--- config.mk ---
export PLATFORM = sky130hd
export DESIGN_NAME = keypad_scanner_n
export DESIGN_NICKNAME = d
export VERILOG_FILES = /design/src/rtl/keypad_scanner_n.sv
export SDC_FILE = /design/constraint.sdc
export NUM_CORES = 1
export LEC_CHECK = 0
export CAP_MARGIN = 0
export CORE_UTILIZATION = 60
export CTS_BUF_LIST = sky130_fd_sc_hd__clkbuf_4 sky130_fd_sc_hd__clkbuf_8
export DETAILED_ROUTE_END_ITERATION = 6
export GPL_TIMING_DRIVEN = 0
export PLACE_DENSITY = 0.87
export SYNTH_ARGS = -nofsm -noshare
export SYNTH_HDL_FRONTEND = slang
export SYNTH_SLANG_ARGS = --single-unit
--- constraint.sdc ---
create_clock -name clock -period 11.64 [get_ports clock]
set_input_delay 1.746 -clock clock [delete_from_list [all_inputs] [get_ports clock]]
set_output_delay 1.746 -clock clock [all_outputs]
set_load 0.1 [all_outputs]
--- src/rtl/keypad_scanner_n.sv ---
// Matrix keypad scanner: walks an active-low column, debounces per-frame results, emits keycode/valid/strobe/multi.
// Outputs update the cycle after the last-column tick of a committing frame; no backpressure, free-running scan.
module keypad_scanner_n #(
  parameter int NROWS    = 4,
  parameter int NCOLS    = 4,
  parameter int SCAN_DIV = 500000,
  parameter int DEBOUNCE = 2,
  localparam int KW      = $clog2(NROWS*NCOLS)
) (
  input  logic                     clock,
  input  logic                     reset,
  input  logic [NROWS-1:0]         row,
  output logic [NCOLS-1:0]         col,
  output logic [KW-1:0]            keycode,
  output logic                     keyvalid,
  output logic                     keystrobe,
  output logic                     multi,
  output logic [NROWS+NCOLS-1:0]   rawcode
);

  localparam int DW = $clog2(SCAN_DIV);
  localparam int CW = $clog2(NCOLS);
  localparam int SW = $clog2(DEBOUNCE+1);
  localparam int RW = 2 + KW;

  localparam logic [DW-1:0] DIV_LAST   = DW'(SCAN_DIV-1);
  localparam logic [CW-1:0] COL_LAST   = CW'(NCOLS-1);
  localparam logic [SW-1:0] STABLE_MAX = SW'(DEBOUNCE);

  localparam logic [1:0] RES_NONE  = 2'd0;
  localparam logic [1:0] RES_KEY   = 2'd1;
  localparam logic [1:0] RES_MULTI = 2'd2;

  logic [NROWS-1:0] row_s1, row_s2;
  logic [DW-1:0]    div_cnt;
  logic [CW-1:0]    col_idx, col_idx_nxt;
  logic [1:0]       acc_cnt, acc_cnt_nxt;
  logic [KW-1:0]    acc_code, acc_code_nxt;
  logic [RW-1:0]    frame_res, prev_res, prev_nxt, commit_res, commit_nxt;
  logic [SW-1:0]    stable_cnt, stable_nxt;
  logic             tick, frame_end;
  logic [1:0]       commit_kind, commit_nxt_kind;

  assign tick            = (div_cnt == DIV_LAST);
  assign frame_end       = tick && (col_idx == COL_LAST);
  assign col_idx_nxt     = (col_idx == COL_LAST) ? '0 : col_idx + 1'b1;
  assign commit_kind     = commit_res[RW-1 -: 2];
  assign commit_nxt_kind = commit_nxt[RW-1 -: 2];

  // Column 0 starts a fresh frame; the count saturates at 2 since only none/one/many matters.
  always_comb begin
    acc_cnt_nxt  = (col_idx == '0) ? 2'd0 : acc_cnt;
    acc_code_nxt = (col_idx == '0) ? '0   : acc_code;
    for (int r = 0; r < NROWS; r++) begin
      if (!row_s2[r]) begin
        if (acc_cnt_nxt == 2'd0)
          acc_code_nxt = KW'(r*NCOLS) + KW'(col_idx);
        if (acc_cnt_nxt != 2'd2)
          acc_cnt_nxt = acc_cnt_nxt + 2'd1;
      end
    end
  end

  // Code field is zeroed for NONE/MULTI so whole-word compares are meaningful.
  always_comb begin
    frame_res = {RES_NONE, {KW{1'b0}}};
    if (acc_cnt_nxt == 2'd1)
      frame_res = {RES_KEY, acc_code_nxt};
    else if (acc_cnt_nxt == 2'd2)
      frame_res = {RES_MULTI, {KW{1'b0}}};
  end

  always_comb begin
    prev_nxt   = prev_res;
    stable_nxt = stable_cnt;
    commit_nxt = commit_res;
    if (frame_end) begin
      if (frame_res == prev_res) begin
        if (stable_cnt != STABLE_MAX)
          stable_nxt = stable_cnt + 1'b1;
      end else begin
        prev_nxt   = frame_res;
        stable_nxt = SW'(1);
      end
      if (stable_nxt == STABLE_MAX && frame_res != commit_res)
        commit_nxt = frame_res;
    end
  end

  always_ff @(posedge clock) begin
    if (reset) begin
      row_s1     <= '1;
      row_s2     <= '1;
      div_cnt    <= '0;
      col_idx    <= '0;
      col        <= ~NCOLS'(1);
      acc_cnt    <= 2'd0;
      acc_code   <= '0;
      prev_res   <= {RES_NONE, {KW{1'b0}}};
      commit_res <= {RES_NONE, {KW{1'b0}}};
      stable_cnt <= STABLE_MAX;
      keycode    <= '0;
      keyvalid   <= 1'b0;
      keystrobe  <= 1'b0;
      multi      <= 1'b0;
      rawcode    <= {{NROWS{1'b1}}, ~NCOLS'(1)};
    end else begin
      row_s1  <= row;
      row_s2  <= row_s1;
      rawcode <= {row_s2, col};
      div_cnt <= tick ? '0 : div_cnt + 1'b1;
      if (tick) begin
        col_idx  <= col_idx_nxt;
        col      <= ~(NCOLS'(1) << col_idx_nxt);
        acc_cnt  <= acc_cnt_nxt;
        acc_code <= acc_code_nxt;
      end
      prev_res   <= prev_nxt;
      stable_cnt <= stable_nxt;
      commit_res <= commit_nxt;
      // Outputs follow the commit decision on the same edge to avoid an extra cycle of lag.
      keyvalid  <= (commit_nxt_kind == RES_KEY);
      multi     <= (commit_nxt_kind == RES_MULTI);
      keystrobe <= (commit_nxt != commit_res) && (commit_nxt_kind == RES_KEY) &&
                   (commit_kind == RES_NONE);
      if ((commit_nxt != commit_res) && (commit_nxt_kind == RES_KEY))
        keycode <= commit_nxt[KW-1:0];
    end
  end

endmodule

After elaboration in Yosys (flattened, before gate mapping)
Cells that the tools add are included.
{"block": "classes", "n_addsub": 10, "eq_ne": 15, "shifts": 1, "muxes": 26, "bitwise_logic": 2, "reduce_logical": 12}
{"op": "$mux W4", "count": 9}
{"op": "$mux W2", "count": 13}
{"op": "$mux W6", "count": 4}
{"op": "$add A19 B1 Y19 const B", "count": 1}
{"op": "$eq A19 B19 Y1 const B", "count": 1}
{"op": "$add A2 B1 Y2 const B", "count": 6}
{"op": "$logic_not A2 Y1", "count": 6}
{"op": "$ne A6 B6 Y1", "count": 2}
{"op": "$ne A2 B2 Y1 const B", "count": 5}
{"op": "$eq A2 B2 Y1 const B", "count": 4}
{"op": "$eq A6 B6 Y1", "count": 1}
{"op": "$add A3 B2 Y4 const A", "count": 1}
{"op": "$add A3 B3 Y4 const A", "count": 1}
{"op": "$add A4 B2 Y4 const A", "count": 1}
{"op": "$eq A2 B1 Y1 const B", "count": 2}
{"op": "$logic_and A1 B1 Y1", "count": 4}
{"op": "$not A4 Y4", "count": 1}
{"op": "$shl A1 B2 Y4 const A", "count": 1}
{"op": "$reduce_and A2 Y1", "count": 1}
{"op": "$reduce_or A2 Y1", "count": 1}
{"op": "$not A1 Y1", "count": 1}
{"block": "totals", "register_bits": 68, "inputBits": 6, "output_inout_bits": 19, "wordCells": 81}

Depth between registers and ports, before layout
Gate-level depths: netlist (run 1).
{"block": "logic_depth", "word_depth": 27, "depth_mapped": 19, "depth_no_buf": 17}

Worst setup path before layout (run 1)
Ideal clock, no wire load.
{"block": "synth_timing", "kind": "register to register", "start": "register col_idx[0]", "end": "register keycode[2]", "setup_time_ns": 0.121, "arrival_time_ns": 4.846, "required_ns": 11.519, "path_slack_ns": 6.673, "stages_incl_launch_ff": 20, "path_buffers": 2, "synth_period_minus_slack_ns": 4.967, "cell_sequence": "dfxtp_1 -> inv_1 -> ha_1 -> clkbuf_1 -> or2b_1 -> ha_1 -> nor2b_1 -> a2111oi_4 -> nor2_1 -> ha_1 -> nor2b_1 -> a221o_2 -> nor2_2 -> mux2i_4 -> a21oi_4 -> nand3_1 -> and2_1 -> or4b_1 -> buf_2 -> mux2_4"}
{"block": "synth_between", "elab_chain_len": 26, "word_cells_on_any_way": 51, "cone_classes": "7 x add/sub; 12 x eq/ne; 24 x mux; 8 x reduce/logical"}
{"item": "from (decl)", "line": "36", "rtl": "logic [CW-1:0] col_idx, col_idx_nxt;"}
{"item": "from (signal assigned)", "line": "113", "rtl": "col_idx <= col_idx_nxt;"}
{"item": "$logic_not A2 Y1", "line": "52, 53"}
{"item": "$mux W2", "line": "52", "rtl": "acc_cnt_nxt = (col_idx == '0) ? 2'd0 : acc_cnt;"}
{"item": "$add A2 B1 Y2 or $ne A2 B2 Y1 (tied branches)", "line": "59, 58"}
{"item": "$mux W2", "line": "58", "rtl": "if (acc_cnt_nxt != 2'd2)"}
{"item": "$mux W2", "line": "55", "rtl": "if (!row_s2[r]) begin"}
{"item": "$add A2 B1 Y2 or $ne A2 B2 Y1 (tied branches)", "line": "59, 58"}
{"item": "$mux W2", "line": "58"}
{"item": "$mux W2", "line": "55"}
{"item": "[... 10 more ...]"}
{"item": "$mux W2", "line": "78", "rtl": "if (frame_res == prev_res) begin"}
{"item": "$mux W2", "line": "77", "rtl": "if (frame_end) begin"}
{"item": "$eq A2 B2 Y1", "line": "85", "rtl": "if (stable_nxt == STABLE_MAX && frame_res != commit_res)"}
{"item": "$logic_and A1 B1 Y1", "line": "85"}
{"item": "$mux W6", "line": "85"}
{"item": "$mux W6 (*)", "line": "77"}
{"item": "$ne A6 B6 Y1 or $eq A2 B1 Y1 (tied branches)", "line": "126", "rtl": "if ((commit_nxt != commit_res) && (commit_nxt_kind == RES_KEY))"}
{"item": "$logic_and A1 B1 Y1", "line": "126"}
{"item": "to (signal assigned)", "line": "127", "rtl": "keycode <= commit_nxt[KW-1:0];"}
{"item": "to (decl)", "line": "14", "rtl": "output logic [KW-1:0] keycode,"}
Mark *: on every way between the ends. The rest lies on a longest branch, timed or not. The select of a mux whose other input is x is not followed.
A chain may end at the register's enable or synchronous reset.

Worst setup path in the final report (run 1)
Ends and elaborated chain as after synthesis.

==> results of run 1 <==
-- power by group through the flow --
stage / Sequential, mW / Clock [mW] / Combinational [mW]
floorplan: 0.244 / 0 / 0.0322
finish: 0.237 / 0.195 / 0.0477
global placement: 0.242 / 0 / 0.0450
detailed placement: 0.242 / 0 / 0.0458
CTS: 0.237 / 0.197 / 0.0466
global route: 0.237 / 0.204 / 0.0514
-- kinds of logic after synthesis --
logic type                 after synthesis  synth area share
adders and majority gates               11            0.0384
buffers and inverters                   29            0.0328
and+or+nand+nor                        170             0.260
muxes                                   14            0.0464
DFF                                     68             0.379
AOI/OAI and AO/OA                       89             0.192
xor gates and xnor gates                21            0.0513
-- worst reg2reg max path: cells and delay by family, from the launching register on --
family                   cells  cell delay [ps]
buffers and inverters        3              540
flip-flops                   1              480
AND/OR/NAND/NOR              6             1530
multiplexers                 3              630
AO/OA/AOI/OAI                4             1600
adder cells (fa/ha/maj)      3              900
-- sequential cells by signal (all words and copies together) (netlist names), 6 cells and up --
name / flops
commit_res: 6
rawcode: 8
div_cnt: 19
prev_res: 6
-- worst paths after layout --
check	startpoint	to	slack, ps	depth (start not counted)
setup / recovery	col_idx[0]	keycode[2]	5870	19
hold reg to reg	row_s1[1]	row_s2[1]	410	1
setup reg to reg	col_idx[0]	keycode[2]	5870	19
hold / removal	row_s1[1]	row_s2[1]	410	1
-- synthesized netlist by cell type, types with 9 or more instances --
cell type / count / area (µm²)
nand2b_1: 14 / 87.6
ha_1: 11 / 138
inv_1: 11 / 41.3
nor3_1: 9 / 45.0
a21oi_1: 23 / 115
dfxtp_1: 68 / 1360
or2_2: 16 / 100
nand3_1: 10 / 50.1
nor2_1: 47 / 176
nor2b_1: 10 / 62.6
clkbuf_1: 15 / 56.3
nand2_1: 20 / 75.1
o21ai_0: 17 / 85.1
xor2_1: 11 / 96.3
a211oi_1: 9 / 67.6
xnor2_1: 10 / 87.6
-- per-stage QoR --
step / hold WS [ps] / instances / setup WS [ps] / util / instance area [µm²]
after global routing: 438 / 513 / 5440 / 0.729 / 4110
after CTS: 411 / 513 / 5900 / 0.729 / 4110
final: 408 / 513 / 5870 / 0.729 / 4110
after detailed placement: 395 / 498 / 5950 / 0.694 / 3920
after global placement: 393 / 498 / 6030 / 0.694 / 3920
after floorplan: 389 / 402 / 6670 / - / 3590
-- cell type report --
cell class	count	area (µm²)
Clock buffer	13	160
Inverter	11	41.3
Clock inverter	2	35.0
Timing Repair Buffer	24	240
Sequential cell	68	1360
Multi-Input combinational cell	305	2110
Fill cell	419	1530
Tap cell	72	90.1
Buffer	18	76.3
-- layer usage --
| layer | GRT usage | wire length, µm | vias up |
|---|---|---|---|
| met4 | 0.155 | 203 | 0 |
| met5 | 0 | 0 | - |
| met1 | 0.337 | 3470 | 1458 |
| li1 | - | - | 1504 |
| met3 | 0.0667 | 524 | 31 |
| met2 | 0.498 | 4040 | 125 |
==> impl_metrics.json, run 1 <==
{
  "status": "complete, no violations",
  "htree_num_levels": 3,
  "rsz0062_at_grt": "false",
  "clock_power_share": 0.406,
  "antennaDiodeCount": 0,
  "p_seq_frac": 0.494,
  "setup_viol": 0,
  "synth.distinct_cells": 70,
  "drive_gt1_frac": 0.132,
  "yosysWarnings": 0,
  "fin_nets": 454,
  "gp_congestion": 0.970,
  "io_buffers": 24,
  "first_pass_iters": 5,
  "clk_latency_ps": 350,
  "hpwlAfterDp_mm": 5.85,
  "slew_violations": 0,
  "cp_num_buf_inv": 3,
  "critPathTopFamily": "compound AO/OA/AOI/OAI gates",
  "cap_violations": 0,
  "synth_nets": 419,
  "numCtsBuffers": 9,
  "clockRootBuffer": "clkbuf_8",
  "first_iter_violations": 237,
  "die_h_um": 79.3,
  "ioPinCount": 25,
  "avgSynthCellArea_um2": 8.92,
  "via_count": 3118,
  "async_reset_ff_frac": 0,
  "ir_worst_vdd_uv": 75.6,
  "finClkSkew_ps": 6.19,
  "drtAntennaViolNets": 0,
  "grt_pass1_vias": 3116,
  "cpMostUsedCell": "ha_1",
  "switchingPower_uw": 117,
  "p_leak_nw": 1.46,
  "cp_slowest_cell": "a2111oi_4",
  "hold_violations": 0,
  "finalCritPeriodShare": 0.496,
  "antenna_found_initial": 0,
  "grt_pass1_wl_mm": 14.1,
  "cts_sinks": 68,
  "fmax_mhz": 173,
  "grtUsageTotal": 0.292,
  "crit_chain": "inv_1 -> ha_1 -> clkbuf_1 -> or2b_1 -> ha_1 -> nor2b_1 -> a2111oi_4 -> nor2_1 -> ha_1 -> nor2b_1 -> a221o_2 -> nor2_2 -> mux2i_4 -> a21oi_1 -> mux2i_1 -> o2111a_1 -> or4b_1 -> buf_2 -> mux2_4",
  "power_density_nw_per_um2": 117,
  "post_synth_inst_count": 402,
  "route.detailed.drc": 0,
  "die-area_um2": 6290,
  "p_int_uw": 362,
  "row_count": 27,
  "core_um2": 5640,
  "arrival_ps": 6010,
  "grt_start_max_net_pins": 11,
  "crit_required_ps": 11870,
  "p_sw_frac": 0.244,
  "synth-seq-area-share": 0.379,
  "synth-seq-cells": 68,
  "hold_path_class": "flop to flop",
  "syn_to_final_growth_pct": 14.6,
  "syn_area_um2": 3590,
  "period_needed_ps": 5770,
  "cts_tree": "built",
  "wl_mm": 8.24,
  "startpoint_type": "flop",
  "end_kind": "flop",
  "clock_path_buffers": 2,
  "path_clk_slew_ps": 70,
  "combPwrFrac": 0.100,
  "cp_slowest_stage_delay_ps": 580,
  "die_w_um": 79.3,
  "mostFrequentLayoutCell": "dfxtp_1",
  "via_per_inst": 6.08,
  "gr-total-overflow": 0,
  "cts_setup_buffers": 0,
  "slew_headroom": 0.339,
  "cts_resized": 0,
  "tns_ps": 0,
  "path_class": "flop to flop",
  "final_cell_mix": "68 x dfxtp_1, 47 x nor2_1, 24 x clkdlybuf4s50_1",
  "power_uw": 479,
  "crit_fanout": 10,
  "wl_per_cell_um": 16.1,
  "start_util": 0.636,
  "worst_pin_slew_ps": 989,
  "synthFlopType": "dfxtp_1",
  "ctsHoldBuffers": 0,
  "synth_edf_count": 0
}
No activity file was read; power rests on OpenSTA's default activity.
==> run 2: changes to the inputs <==
CORE_UTILIZATION = 55   (was 60)
PLACE_DENSITY = 0.84   (was 0.87)
clock period = 4.85 ns   (was 11.64 ns; I/O delays follow)
==> run 2 against run 1 <==
Setup slack lost 5700 ps. Total power grew to 2.5 times the previous value. Non-clock buffer count grew 15.
==> impl_metrics.json, run 2 (synthesis results as in run 1) <==
{
  "io_buffers": 24,
  "mostFrequentLayoutCell": "dfxtp_1",
  "first_pass_iters": 5,
  "first_iter_violations": 273,
  "slew_headroom": 0.333,
  "setup_viol": 0,
  "ctsHoldBuffers": 0,
  "die_h_um": 82.8,
  "grt_pass1_vias": 3000,
  "die-area_um2": 6850,
  "antenna_found_initial": 0,
  "crit_fanout": 6,
  "drive_gt1_frac": 0.190,
  "grtUsageTotal": 0.271,
  "core_um2": 6310,
  "fmax_mhz": 213,
  "crit_required_ps": 5080,
  "top_register": "div_cnt",
  "clockRootBuffer": "clkbuf_8",
  "top_regs": "div_cnt (19), rawcode (8)",
  "route.detailed.drc": 0,
  "final_util": 0.687,
  "hold_path_class": "flop to flop",
  "hpwlAfterDp_mm": 5.97,
  "startpoint_type": "flop",
  "via_per_inst": 6.01,
  "arrival_ps": 4920,
  "gr-total-overflow": 0,
  "cts_sinks": 68,
  "p_leak_nw": 1.56,
  "via_count": 3207,
  "row_count": 29,
  "status": "complete, no violations",
  "numCtsBuffers": 9,
  "crit_chain": "inv_2 -> ha_4 -> or2b_1 -> ha_1 -> nor2b_2 -> a2111oi_4 -> nor2_1 -> ha_1 -> nor2b_1 -> a221o_2 -> nor2_4 -> mux2_2 -> nor2_1 -> or4_4 -> or4_1 -> a2111oi_2",
  "clk_latency_ps": 350,
  "worst_pin_slew_ps": 986,
  "ir_worst_vdd_uv": 196,
  "cp_slowest_stage_delay_ps": 540,
  "holdWs_ps": 417,
  "antennaDiodeCount": 0,
  "hold_violations": 0,
  "wl_per_cell_um": 16.1,
  "htree_num_levels": 3,
  "wl_mm": 8.61,
  "final_cell_mix": "66 x dfxtp_1, 47 x nor2_1, 24 x clkdlybuf4s50_1",
  "power_density_nw_per_um2": 279,
  "syn_to_final_growth_pct": 20.9,
  "grt_start_max_net_pins": 13,
  "start_util": 0.568,
  "power_mw": 1.21,
  "finalCritPeriodShare": 0.968,
  "n_fill_cell": 511,
  "ioPinCount": 25,
  "largest_reg_flops": 19,
  "grt_pass1_wl_mm": 13.8,
  "fin_nets": 469,
  "cp_slowest_cell": "or4_4",
  "path_clk_slew_ps": 70,
  "cap_violations": 0,
  "die_w_um": 82.8,
  "slew_violations": 0,
  "clock_path_buffers": 2,
  "period_needed_ps": 4690,
  "gp_congestion": 0.909,
  "drtAntennaViolNets": 0,
  "end_kind": "flop",
  "cts_tree": "built",
  "path_class": "flop to flop",
  "finClkSkew_ps": 7.43
}
run 2: changes by cell type in the layout (fill, tap and decap cells not counted), moves of 2 or more:
cell / delta
buf_4: +16
clkbuf_4: -2
clkinvlp_4: +2
dfxtp_1: -2
dfxtp_4: +2
inv_1: -2
inv_2: +2
run 2: metal layers:
metal,vias up,track usage,share of wire
met2,135,0.458,0.48
met5,-,0,0
met1,1499,0.316,0.42
met4,0,0.143,0.033
li1,1534,-,-
met3,39,0.0648,0.065
run 2: repair_timing:
| item | CTS | global route |
|---|---|---|
| resized for setup | 18 | 3 |
| setup endpoints to repair | 20 | 12 |
| setup buffers | 9 | 7 |
| pin swaps | 8 | 6 |
run 2: path summary, 6_finish.rpt:
kind	from	to	slack, ps	depth (start not counted)
worst max register to register	col_idx[0]	keystrobe	160	16
worst min register to register	row_s1[2]	row_s2[2]	420	1
worst min-delay path	row_s1[2]	row_s2[2]	420	1
worst max-delay path	col_idx[0]	keystrobe	160	16
run 2: final cells by class:
| cell class | instances | area (µm²) | area share |
|---|---|---|---|
| plain buffers | 17 | 75.1 | 0.0173 |
| clock buffers | 10 | 131 | 0.0303 |
| clock inverters | 6 | 88.8 | 0.0205 |
| inverters | 11 | 41.3 | 0.00952 |
| multi-input cells | 305 | 2170 | 0.501 |
| flip-flops and latches | 68 | 1370 | 0.316 |
| well taps | 77 | 96.3 | 0.0222 |
| repair buffers | 40 | 364 | 0.0839 |
run 2: worst max-delay path: cells and delay by family, from the launching register on:
family                     cells  cell delay (ps)
and+or+nand+nor                8             2030
buffers and inverters          1               70
muxes                          1              280
DFF                            1              370
adders and majority gates      3              790
AOI/OAI and AO/OA              3             1010
run 2: per-stage QoR:
| step | setup WS (ps) | TNS, ps | cells | area [µm²] |
|---|---|---|---|---|
| floorplan | 10.9 | 0 | 402 | 3590 |
| global placement | -644 | -6500 | 503 | 3920 |
| detailed placement | -735 | -8890 | 503 | 3920 |
| CTS | 20.0 | 0 | 527 | 4280 |
| global route | -14.0 | -22.1 | 534 | 4340 |
| finish | 157 | 0 | 534 | 4340 |
run 2: report_power, final:
group / internal, mW / switching (mW) / leakage [nW] / total, mW
Clock: 0.295 / 0.220 / 0.106 / 0.515
Sequential: 0.563 / 0.00391 / 0.553 / 0.567
Combinational: 0.0473 / 0.0805 / 0.898 / 0.128
==> run 3: changes to the inputs <==
ABC_AREA = 1   (was unset)
PLACE_DENSITY = 0.85   (was 0.84)
REMOVE_ABC_BUFFERS = 1   (was unset)
==> run 3 against run 2 <==
Fmax increased by 7.5%. Clock skew hardly changed. Setup slack better by 330 ps. Total power decreased by 7.3%. Sequential power about the same. Register-to-register slack better by 330 ps. Non-clock buffer count decreased by 33. Critical path type unchanged. Critical endpoint is now keycode[1]. Largest cell class unchanged.
==> impl_metrics.json, run 3 <==
{
  "ir_worst_vdd_uv": 157,
  "ys_top_cells_by_area": "dfxtp_1 40%, nand2_1 12%, inv_1 6.6%",
  "syn_to_final_growth_pct": 14.7,
  "ctsHoldBuffers": 0,
  "cp_slowest_cell": "dfxtp_1",
  "clk_latency_ps": 350,
  "first_pass_iters": 4,
  "clock_power_share": 0.415,
  "post_synth_inst_count": 457,
  "cap_violations": 0,
  "path_class": "flop to flop",
  "rsz0062_at_grt": "false",
  "cts_resized": 0,
  "grt_start_max_net_pins": 24,
  "via_count": 2905,
  "core_um2": 5920,
  "hold_path_class": "flop to flop",
  "tns_ps": 0,
  "wl_per_cell_um": 11.5,
  "r2r_slack_ps": 480,
  "cp_num_buf_inv": 3,
  "drive_gt1_frac": 0.157,
  "clockRootBuffer": "clkbuf_8",
  "r2r_end": "keycode[1]",
  "arrival_ps": 4610,
  "power_mw": 1.12,
  "multi_input_area_um2": 1740,
  "finalCritPeriodShare": 0.900,
  "hp-start": "row_s1[3]",
  "start_util": 0.570,
  "clock_path_buffers": 2,
  "fin_nets": 501,
  "grt_pass1_vias": 2704,
  "status": "complete, no violations",
  "n_fill_cell": 512,
  "top_regs": "div_cnt (19), rawcode (8)",
  "final_cell_mix": "105 x nand2_1, 68 x dfxtp_1, 59 x inv_1",
  "htree_num_levels": 3,
  "die_w_um": 80.3,
  "antennaDiodeCount": 0,
  "gr-total-overflow": 0,
  "crit_fanout": 8,
  "worst_pin_slew_ps": 987,
  "avgSynthCellArea_um2": 7.38,
  "place_ws_ps": 525,
  "hpwlAfterDp_mm": 4.77,
  "synth.most_common_cell": "nand2_1",
  "setup_viol": 0,
  "p_seq_frac": 0.506,
  "synth.distinct_cells": 35,
  "largest_reg_flops": 19,
  "hold_violations": 0,
  "hold_end": "row_s2[3]",
  "regArea_um2": 1360,
  "ioPinCount": 25,
  "numCtsBuffers": 9,
  "finClkSkew_ps": 7.79,
  "grt_pass1_wl_mm": 11.3,
  "syn_area_um2": 3370,
  "fmax_mhz": 229,
  "gp_congestion": 0.857,
  "cts_setup_buffers": 0,
  "yosysWarnings": 0,
  "die_h_um": 80.3,
  "cpMostUsedCell": "nand2_1",
  "synth_common_cells": "105 x nand2_1, 68 x dfxtp_1, 59 x inv_1",
  "drtAntennaViolNets": 0,
  "reg2reg_from": "col_idx[0]",
  "cts_tree": "built",
  "path_clk_slew_ps": 70,
  "holdWs_ps": 412,
  "netlist.area_leader.share": 0.404,
  "hold_depth": 1,
  "reg2reg_depth": 29,
  "first_iter_violations": 194,
  "yosys.area.top_type": "dfxtp_1",
  "row_count": 28,
  "cp_slowest_stage_delay_ps": 450,
  "p_sw_frac": 0.249,
  "route.detailed.drc": 0,
  "period_needed_ps": 4370,
  "synthFlopType": "dfxtp_1",
  "power_density_nw_per_um2": 290,
  "via_per_inst": 5.15,
  "switchingPower_uw": 280,
  "synth-seq-area-share": 0.404,
  "critPathTopFamily": "simple AND/OR/NAND/NOR gates",
  "p_leak_nw": 1.60,
  "synth-seq-cells": 68,
  "worst_slack_ps": 485,
  "top_register": "div_cnt",
  "async_reset_ff_frac": 0,
  "io_buffers": 24,
  "slew_headroom": 0.340,
  "combPwrFrac": 0.078,
  "end_kind": "flop",
  "mostFrequentLayoutCell": "nand2_1",
  "startpoint_type": "flop",
  "grtUsageTotal": 0.228,
  "crit_required_ps": 5090,
  "p_int_uw": 841,
  "cts_sinks": 68,
  "wl_mm": 6.49,
  "antenna_found_initial": 0,
  "synth_edf_count": 0,
  "slew_violations": 0,
  "die-area_um2": 6450
}
## run 3: cell families after synthesis
kind of cell    share of synthesized area
buf+inv                            0.0816
fa+ha+maj                          0.0408
compound gates                     0.0820
simple gates                        0.376
xor+xnor                           0.0156
flops                               0.404
## run 3: stage by stage
step           std cells  area (µm²)  utilization
2_1_floorplan        449        3330            -
3_3_place_gp         548        3670        0.619
3_5_place_dp         548        3670        0.619
4_1_cts              564        3870        0.653
5_1_grt              564        3870        0.653
6_report             564        3870        0.653
## run 3: worst max path at each step
stage,startpoint,end,slack [ps],cells after the start
3_5_place_dp,col_idx[0],keycode[2],520,29
4_1_cts,col_idx[0],keycode[1],480,29
2_1_floorplan,col_idx[0],keycode[0],1020,29
6_report,col_idx[0],keycode[1],480,29
5_1_grt,col_idx[0],keycode[1],40,29
3_3_place_gp,col_idx[0],keycode[0],620,29
## run 3: routing by layer
layer | track usage | vias to the layer above | routed length, µm
met3 | 0.0784 | 12 | 199
li1 | - | 1513 | -
met2 | 0.394 | 39 | 3180
met4 | 0.0875 | 0 | 125
met1 | 0.256 | 1341 | 2980
met5 | 0 | - | 0
## run 3: worst reg2reg max path, delay by kind of cell (launching register included)
kind          cells  cell delay (ps)
simple gates     23             2710
fa+ha+maj         3              790
buf+inv           3              310
flops             1              450
## run 3: layout make-up
type                       instances  area share
inverter                          63      0.0611
clock buffer                      10      0.0356
tap                               75      0.0243
timing repair buffer              24      0.0621
sequential                        68       0.352
clock inverter                     6      0.0165
multi-input combinational        318       0.449
## run 3: power by group through the flow
stage / combinational [mW] / sequential (mW) / clock [mW]
after floorplan: 0.0606 / 0.586 / 0
after global placement: 0.0844 / 0.580 / 0
after detailed placement: 0.0870 / 0.581 / 0
after CTS: 0.0873 / 0.568 / 0.476
after global routing: 0.0973 / 0.568 / 0.501
final: 0.0876 / 0.568 / 0.466
